## src/rtl/matmul_sequencer_if.sv

```systemverilog
// Sequencer-side bus to the PE array (operand beats, clear, held M) and the shared
// scratchpad port (request/grant, address, bias capture, row select).
interface matmul_sequencer_if #(
  parameter int DIM_WIDTH = 2,
  parameter int SP_AW     = 4
);
  logic                 op_valid;
  logic                 op_ready;
  logic [DIM_WIDTH-1:0] op_k;
  logic                 pe_clear;
  logic [DIM_WIDTH-1:0] m_dim;
  logic                 sp_req;
  logic                 sp_gnt;
  logic                 sp_we;
  logic [SP_AW-1:0]     sp_addr;
  logic                 bias_load;
  logic [DIM_WIDTH-1:0] row_sel;

  modport master (
    output op_valid, op_k, pe_clear, m_dim, sp_req, sp_we, sp_addr, bias_load, row_sel,
    input  op_ready, sp_gnt
  );
  modport slave (
    input  op_valid, op_k, pe_clear, m_dim, sp_req, sp_we, sp_addr, bias_load, row_sel,
    output op_ready, sp_gnt
  );
endinterface

```

## src/rtl/matmul_sequencer.sv

```systemverilog
// Runs one matmul: K operand beats, PE drain, optional bias-row reads, N result-row writes.
// Define MATMUL_SEQ_CYCLE_CNT_EN to add the saturating cycles_o run-length counter.
module matmul_sequencer #(
  parameter int PE_LATENCY = 2,
  parameter int DIM_WIDTH  = 2,
  parameter int SP_AW      = 4
) (
  input  logic                 clk_i,
  input  logic                 rst_i,
  input  logic                 start_bit_i,
  input  logic                 mode_bit_i,
  input  logic [1:0]           write_target_i,
  input  logic [1:0]           read_target_i,
  input  logic [DIM_WIDTH-1:0] n_dim_i,
  input  logic [DIM_WIDTH-1:0] k_dim_i,
  input  logic [DIM_WIDTH-1:0] m_dim_i,
  output logic                 start_clear_o,
  output logic                 busy_o,
  output logic                 done_o,
`ifdef MATMUL_SEQ_CYCLE_CNT_EN
  output logic [15:0]          cycles_o,
`endif
  matmul_sequencer_if.master   bus
);
  localparam int DCW = (PE_LATENCY > 1) ? $clog2(PE_LATENCY) : 1;
  localparam logic [DCW-1:0] DRAIN_LAST = DCW'(PE_LATENCY - 1);
  localparam logic [DIM_WIDTH-1:0] ROW0 = '0;

  typedef enum logic [2:0] {S_IDLE, S_LOAD, S_DRAIN, S_BIAS, S_WRITE, S_DONE} state_t;

  state_t               state;
  logic                 mode_q;
  logic [1:0]           wt_q, rt_q;
  logic [DIM_WIDTH-1:0] n_q, k_q, m_q, row_q, row_nx, op_k_q, row_sel_q;
  logic [DCW-1:0]       drain_cnt;
  logic                 busy_q, done_q, op_valid_q, sp_req_q, sp_we_q, bias_load_q;
  logic [SP_AW-1:0]     sp_addr_q;
  logic                 accept;

  // The accept pulses are combinational so the control register clears in the same cycle it is seen.
  assign accept        = (state == S_IDLE) && start_bit_i && !rst_i;
  assign start_clear_o = accept;
  assign bus.pe_clear  = accept;
  assign row_nx        = row_q + DIM_WIDTH'(1);

  assign busy_o        = busy_q;
  assign done_o        = done_q;
  assign bus.op_valid  = op_valid_q;
  assign bus.op_k      = op_k_q;
  assign bus.m_dim     = m_q;
  assign bus.sp_req    = sp_req_q;
  assign bus.sp_we     = sp_we_q;
  assign bus.sp_addr   = sp_addr_q;
  assign bus.bias_load = bias_load_q;
  assign bus.row_sel   = row_sel_q;

  always_ff @(posedge clk_i) begin
    if (rst_i) begin
      state <= S_IDLE;
      mode_q <= 1'b0; wt_q <= '0; rt_q <= '0; n_q <= '0; k_q <= '0; m_q <= '0;
      row_q <= '0; op_k_q <= '0; row_sel_q <= '0; drain_cnt <= '0;
      busy_q <= 1'b0; done_q <= 1'b0; op_valid_q <= 1'b0;
      sp_req_q <= 1'b0; sp_we_q <= 1'b0; sp_addr_q <= '0; bias_load_q <= 1'b0;
    end else begin
      done_q      <= 1'b0;
      bias_load_q <= 1'b0;
      case (state)
        S_IDLE: if (start_bit_i) begin
          mode_q <= mode_bit_i; wt_q <= write_target_i; rt_q <= read_target_i;
          n_q <= n_dim_i; k_q <= k_dim_i; m_q <= m_dim_i;
          busy_q <= 1'b1; op_valid_q <= 1'b1; op_k_q <= '0;
          state <= S_LOAD;
        end
        S_LOAD: if (bus.op_ready) begin
          if (op_k_q == k_q) begin
            op_valid_q <= 1'b0; op_k_q <= '0; drain_cnt <= '0;
            state <= S_DRAIN;
          end else begin
            op_k_q <= op_k_q + DIM_WIDTH'(1);
          end
        end
        S_DRAIN: if (drain_cnt == DRAIN_LAST) begin
          row_q <= '0; row_sel_q <= '0; sp_req_q <= 1'b1;
          sp_we_q   <= !mode_q;
          sp_addr_q <= mode_q ? {rt_q, ROW0} : {wt_q, ROW0};
          state     <= mode_q ? S_BIAS : S_WRITE;
        end else begin
          drain_cnt <= drain_cnt + DCW'(1);
        end
        S_BIAS: if (bus.sp_gnt) begin
          bias_load_q <= 1'b1;
          row_sel_q   <= row_q;
          if (row_q == n_q) begin
            // Request drops for the first WRITE cycle so row_sel_o can name the last bias row.
            sp_req_q <= 1'b0; sp_we_q <= 1'b1; sp_addr_q <= {wt_q, ROW0}; row_q <= '0;
            state <= S_WRITE;
          end else begin
            row_q <= row_nx; sp_addr_q <= {rt_q, row_nx};
          end
        end
        S_WRITE: if (!sp_req_q) begin
          sp_req_q <= 1'b1; row_sel_q <= '0;
        end else if (bus.sp_gnt) begin
          if (row_q == n_q) begin
            sp_req_q <= 1'b0; sp_we_q <= 1'b0; sp_addr_q <= '0;
            row_q <= '0; row_sel_q <= '0; done_q <= 1'b1;
            state <= S_DONE;
          end else begin
            row_q <= row_nx; row_sel_q <= row_nx; sp_addr_q <= {wt_q, row_nx};
          end
        end
        S_DONE: begin
          busy_q <= 1'b0;
          state  <= S_IDLE;
        end
        default: state <= S_IDLE;
      endcase
    end
  end

`ifdef MATMUL_SEQ_CYCLE_CNT_EN
  always_ff @(posedge clk_i) begin
    if (rst_i)                             cycles_o <= '0;
    else if (accept)                       cycles_o <= '0;
    else if (busy_q && cycles_o != 16'hFFFF) cycles_o <= cycles_o + 16'd1;
  end
`endif
endmodule

```

## src/flat_wrapper.sv

```systemverilog
// flat-port wrapper written by rule: the top's interface ports become plain ports
module matmul_sequencer_flat 
#(
  parameter int PE_LATENCY = 2,
  parameter int DIM_WIDTH  = 2,
  parameter int SP_AW      = 4
)
  (clk_i, rst_i, start_bit_i, mode_bit_i, write_target_i, read_target_i, n_dim_i, k_dim_i, m_dim_i, start_clear_o, busy_o, done_o, bus_op_valid, bus_op_k, bus_pe_clear, bus_m_dim, bus_sp_req, bus_sp_we, bus_sp_addr, bus_bias_load, bus_row_sel, bus_op_ready, bus_sp_gnt);
  matmul_sequencer_if #(.DIM_WIDTH(DIM_WIDTH), .SP_AW(SP_AW)) bus_i ();
  input  logic clk_i;
  input  logic rst_i;
  input  logic start_bit_i;
  input  logic mode_bit_i;
  input  logic [1:0] write_target_i;
  input  logic [1:0] read_target_i;
  input  logic [DIM_WIDTH-1:0] n_dim_i;
  input  logic [DIM_WIDTH-1:0] k_dim_i;
  input  logic [DIM_WIDTH-1:0] m_dim_i;
  output logic start_clear_o;
  output logic busy_o;
  output logic done_o;
  output wire logic [$bits(bus_i.op_valid)-1:0] bus_op_valid;
  output wire logic [$bits(bus_i.op_k)-1:0] bus_op_k;
  output wire logic [$bits(bus_i.pe_clear)-1:0] bus_pe_clear;
  output wire logic [$bits(bus_i.m_dim)-1:0] bus_m_dim;
  output wire logic [$bits(bus_i.sp_req)-1:0] bus_sp_req;
  output wire logic [$bits(bus_i.sp_we)-1:0] bus_sp_we;
  output wire logic [$bits(bus_i.sp_addr)-1:0] bus_sp_addr;
  output wire logic [$bits(bus_i.bias_load)-1:0] bus_bias_load;
  output wire logic [$bits(bus_i.row_sel)-1:0] bus_row_sel;
  input wire logic [$bits(bus_i.op_ready)-1:0] bus_op_ready;
  input wire logic [$bits(bus_i.sp_gnt)-1:0] bus_sp_gnt;
  assign bus_op_valid = bus_i.op_valid;
  assign bus_op_k = bus_i.op_k;
  assign bus_pe_clear = bus_i.pe_clear;
  assign bus_m_dim = bus_i.m_dim;
  assign bus_sp_req = bus_i.sp_req;
  assign bus_sp_we = bus_i.sp_we;
  assign bus_sp_addr = bus_i.sp_addr;
  assign bus_bias_load = bus_i.bias_load;
  assign bus_row_sel = bus_i.row_sel;
  assign bus_i.op_ready = bus_op_ready;
  assign bus_i.sp_gnt = bus_sp_gnt;
  matmul_sequencer #(.PE_LATENCY(PE_LATENCY), .DIM_WIDTH(DIM_WIDTH), .SP_AW(SP_AW)) u_core (.clk_i(clk_i), .rst_i(rst_i), .start_bit_i(start_bit_i), .mode_bit_i(mode_bit_i), .write_target_i(write_target_i), .read_target_i(read_target_i), .n_dim_i(n_dim_i), .k_dim_i(k_dim_i), .m_dim_i(m_dim_i), .start_clear_o(start_clear_o), .busy_o(busy_o), .done_o(done_o), .bus(bus_i));
endmodule
```

## config.mk

```make
export PLATFORM = sky130hd
export DESIGN_NAME = matmul_sequencer_flat
export DESIGN_NICKNAME = d
export VERILOG_FILES = /design/src/rtl/matmul_sequencer_if.sv /design/src/rtl/matmul_sequencer.sv /design/src/flat_wrapper.sv
export SDC_FILE = /design/constraint.sdc
export NUM_CORES = 1
export LEC_CHECK = 0
export BUFFER_PORTS_ARGS = -buffer_cell sky130_fd_sc_hd__buf_2
export CAP_MARGIN = 15
export CELL_PAD_IN_SITES_DETAIL_PLACEMENT = 0
export CELL_PAD_IN_SITES_GLOBAL_PLACEMENT = 1
export CORE_MARGIN = 5
export CORE_UTILIZATION = 39
export DETAILED_ROUTE_END_ITERATION = 8
export GPL_TIMING_DRIVEN = 0
export PLACE_DENSITY_LB_ADDON = 0.15
export SLEW_MARGIN = 20
export SYNTH_ARGS = -nofsm -noshare
export SYNTH_HDL_FRONTEND = slang
export SYNTH_SLANG_ARGS = --single-unit
```

## constraint.sdc

```tcl
create_clock -name clk_i -period 2.4 [get_ports clk_i]
set_clock_uncertainty 0.05 [all_clocks]
set_input_delay 0.48 -clock clk_i [delete_from_list [all_inputs] [get_ports clk_i]]
set_output_delay 0.48 -clock clk_i [all_outputs]
set_load 0.02 [all_outputs]
```

==> metrics.md <==
| Metric | Value |
|---|---|
| Final layout net count | 248 |
| Ordered list of cells on the worst path | buf_2, or4b_4, nor2_2, buf_4, buf_2 |
| Sort of element at the end of the critical path | output pin |
| Number of distinct library cell variants in the gate-level netlist after synthesis | 48 |
| Clock tree buffer depth | 2 |
| Die Area | 5360 sq um |
| Relative slew slack | 61.1% |
| Peak fanout along the critical path | 10 |
| Ys flop type | sky130_fd_sc_hd__dfxtp_1 |
| Number of buffers created by CTS | 5 |
| Combinational share of power | 38.4% |
| Hold Slack | 0.384 ns |
| Port buffer count | 32 |
| Clock power share | 22.6% |
| Share of power burned in registers | 39.0% |
| Critical path buffers and inverters | 3 |
| Achievable clock frequency | 0.437 GHz |
| Die span in x | 73.2 microns |
| Relative area change from synthesis to final layout | 19.9% |
| Flip-flop count of the largest register, all copies and words added | 4 |
| Unrepaired setup endpoints after global routing | false |
| Mapped Nets | 210 |
| Area fraction in compound gates after synthesis | 22.2% |
| Reg2Reg Setup Slack | 0.51 ns |
| Filler Cells Inserted | 404 |
| DRT Wirelength | 3880 microns |
| FF+latch count, synth | 31 |
| Most repeated library cell on the critical path | sky130_fd_sc_hd__buf_2 |
| Core Box Area | 3940 sq um |
| Yosys warnings | 0 |
| Fraction of final layout cells with drive strength greater than 1 | 24.0% |
| DRC violation total after the first TritonRoute iteration | 196 |
| Instance count along the most critical hold path | 3 |
| First-pass GRT wire length | 6580 microns |
| Routed len/inst | 13.7 microns |
| CTS Root Cell | sky130_fd_sc_hd__clkbuf_8 |
| Path length in cells of the critical path | 5 |
| Max-capacitance violation count | 0 |
| Via count of the first global-routing pass | 1425 |
| Run status | complete, no violations |
| Internal Dissipation | 1.05 mW |
| Maximum level of the CTS H-tree | 2 |
| Min-delay worst type | in2reg |
| Minimum clock period after layout | 2.29 ns |
| Leakage power | 0.768 nW |
| Final setup violating endpoints | 0 |
| Worst path top cell family by delay | simple AND/OR/NAND/NOR gates |
| CP max-delay cell | sky130_fd_sc_hd__or4b_4 |
| Final std cell area, no fill | 1870 sq um |
| Count of clock tree sinks | 31 |
| Clock-pin slew on the worst setup and hold paths | 0.06 ns |
| Antenna diodes | 0 |
| Netlist area before placement | 1560 sq um |
| Mux contribution to synthesized area | 2.01% |
| DP Worst Slack | -0.0819 ns |
| Post-cts hold buffer count | 0 |
| Pin count of the biggest net entering global routing | 15 |
| Std-Cell Rows | 23 |
| Adder-Cell Fraction of Synth Area | 0% |
| Top cell type by total area after synthesis | sky130_fd_sc_hd__dfxtp_1 |
| Detailed-route via count | 1504 |
| CTS tree | built |
| Initial antenna violation count | 0 |
| Share of the yosys chip area belonging to registers | 39.8% |
| Overall routing resource usage | 15.6% |
| Effective utilization at floorplan | 39.5% |
| Avg Cell Area, Syn | 8.03 sq um |
| Overflow left after global routing | 0 |
| Count of cells along the worst register-to-register path | 5 |
| Number of enable flip-flop cells after synthesis | 0 |
| Worst-case vdd ir drop | 494 uV |
| Final number of max-transition violations | 0 |
| Instance count of the mapped netlist | 194 |
| Biggest area contributors in the synthesized netlist | sky130_fd_sc_hd__dfxtp_1, sky130_fd_sc_hd__nand2_1, sky130_fd_sc_hd__a21oi_1 |
| Startpoint Class | flip-flop |
| Die height | 73.2 microns |
| Simple-gate portion of the synthesized area | 28.0% |
| Detail-routed via count per cell | 5.31 |
| Final period util | 95.4% |
| Number of detailed-route iterations in the first pass | 4 |
| Critical path start-end classification | reg2out |
| Net Sw Power | 0.664 mW |
| Final critical-path setup slack | 0.110 ns |
| Worst stage delay on the critical path | 0.55 ns |
| Cell area after placement | 1780 sq um |
| Net switching fraction of the power | 38.7% |
| Number of design rule violations left after detail routing | 0 |
| Measured slew at the worst slew-check pin | 0.583 ns |
| Area fraction of the dominant cell type after synthesis | 39.8% |
| Clock insertion delay at the later pin of the skew report | 0.28 ns |
| Routability cong. | 0.865 |
| Async set-or-reset flop fraction in the synthesized netlist | 0% |
| Pwr Density | 918 nW/um^2 |
| Detailed-placement wirelength estimate | 2880 microns |
| Final Hold Fails | 0 |
| Arr. time, crit path | 1.76 ns |
| Boundary pin count | 34 |
| Required time at the worst-slack endpoint | 1.87 ns |
| Xor and xnor area share after synthesis | 2.81% |
| Combinational family with the most area after synthesis | simple AND/OR/NAND/NOR gates |
| Total design power | 1.71 mW |
| Number of routed nets with antenna violations | 0 |
[logic make-up (layout without fill, tap and decap cells)]
logic type / Yosys count / in the layout
AO/OA/AOI/OAI: 54 / 54
XOR/XNOR: 5 / 5
buffers and inverters: 15 / 54
flip-flops: 31 / 31
multiplexers: 3 / 3
AND/OR/NAND/NOR: 86 / 86
[metal layers]
| metal | share of wire (%) | up-vias | track usage (%) |
|---|---|---|---|
| met5 | 0 | - | 0 |
| met4 | 1.7 | 0 | 6.35 |
| met3 | 5.7 | 8 | 4.82 |
| met2 | 46 | 42 | 23.9 |
| met1 | 47 | 688 | 20.3 |
| li1 | - | 766 | - |
[repair_timing]
item,4_1_cts,5_1_grt
endpoints found under the setup margin,2,0
hold endpoints to repair,0,0
gates resized for setup,1,0
setup buffers,1,0
[cell usage after synthesis (2+ instances only)]
| cell type | count |
|---|---|
| sky130_fd_sc_hd__nor2_1 | 12 |
| sky130_fd_sc_hd__mux2i_1 | 2 |
| sky130_fd_sc_hd__nor3_1 | 6 |
| sky130_fd_sc_hd__nor2b_1 | 4 |
| sky130_fd_sc_hd__buf_2 | 3 |
| sky130_fd_sc_hd__dfxtp_1 | 31 |
| sky130_fd_sc_hd__nor3b_1 | 2 |
| sky130_fd_sc_hd__a31oi_1 | 3 |
| sky130_fd_sc_hd__nor2_2 | 2 |
| sky130_fd_sc_hd__buf_6 | 2 |
| sky130_fd_sc_hd__o21ai_0 | 10 |
| sky130_fd_sc_hd__nand2_1 | 39 |
| sky130_fd_sc_hd__nand2b_1 | 3 |
| sky130_fd_sc_hd__nand3b_1 | 2 |
| sky130_fd_sc_hd__nand3_1 | 3 |
| sky130_fd_sc_hd__clkbuf_1 | 7 |
| sky130_fd_sc_hd__a21oi_1 | 23 |
| sky130_fd_sc_hd__o22ai_1 | 3 |
| sky130_fd_sc_hd__xor2_1 | 4 |
| sky130_fd_sc_hd__a211oi_1 | 4 |
| sky130_fd_sc_hd__or4b_1 | 2 |
[final timing paths]
kind,startpoint,endpoint
max reg2reg,u_core.state[2]$_SDFFE_PP0P_,u_core.state[2]$_SDFFE_PP0P_
min,read_target_i[0],u_core.rt_q[0]$_SDFFE_PP0P_
max,u_core.state[1]$_SDFFE_PP0P_,start_clear_o
min reg2reg,u_core.bus.sp_addr[0]$_SDFFE_PP0P_,u_core.bus.sp_addr[0]$_SDFFE_PP0P_
[power by group through the flow]
stage / clock (mW) / combinational (mW) / sequential, mW
global route: 0.431 / 0.724 / 0.681
CTS: 0.405 / 0.661 / 0.667
floorplan: 0 / 0.441 / 0.711
finish: 0.388 / 0.659 / 0.668
detailed placement: 0 / 0.649 / 0.678
global placement: 0 / 0.636 / 0.674
[stage by stage]
step / instances / TNS, ns / util [%]
after floorplan: 194 / 0 / -
after detailed placement: 276 / -0.0874 / 45.2
after global placement: 276 / -0.0612 / 45.2
after global routing: 283 / 0 / 47.4
after CTS: 283 / 0 / 47.4
final: 283 / 0 / 47.4
[tightest hold or removal path, cell delays in order]
cell and delay, ns:
sky130_fd_sc_hd__buf_2 0.09, sky130_fd_sc_hd__nand2_1 0.04, sky130_fd_sc_hd__a21oi_1 0.05
[layout make-up]
class                      instances  area [sq um]  share of cell area (%)
buffer                            12          67.6                    3.62
clock buffer                       7          76.3                    4.09
clock inverter                     1          5.00                   0.268
inverter                           1          3.75                   0.201
multi-input combinational        148           865                    46.3
sequential                        31           621                    33.2
tap                               50          62.6                    3.35
timing repair buffer              33           168                    8.98
[cell usage in the layout, fill, tap and decap left out, drive strengths merged, types with 4 or more instances in the layout]
master   n
nor2b    4
nand2   39
xor2     4
nor2    14
a21oi   24
dfxtp   31
clkbuf  12
nor3     6
o21ai   10
buf     40
a211oi   4
Power figures use the tool's default switching activity.
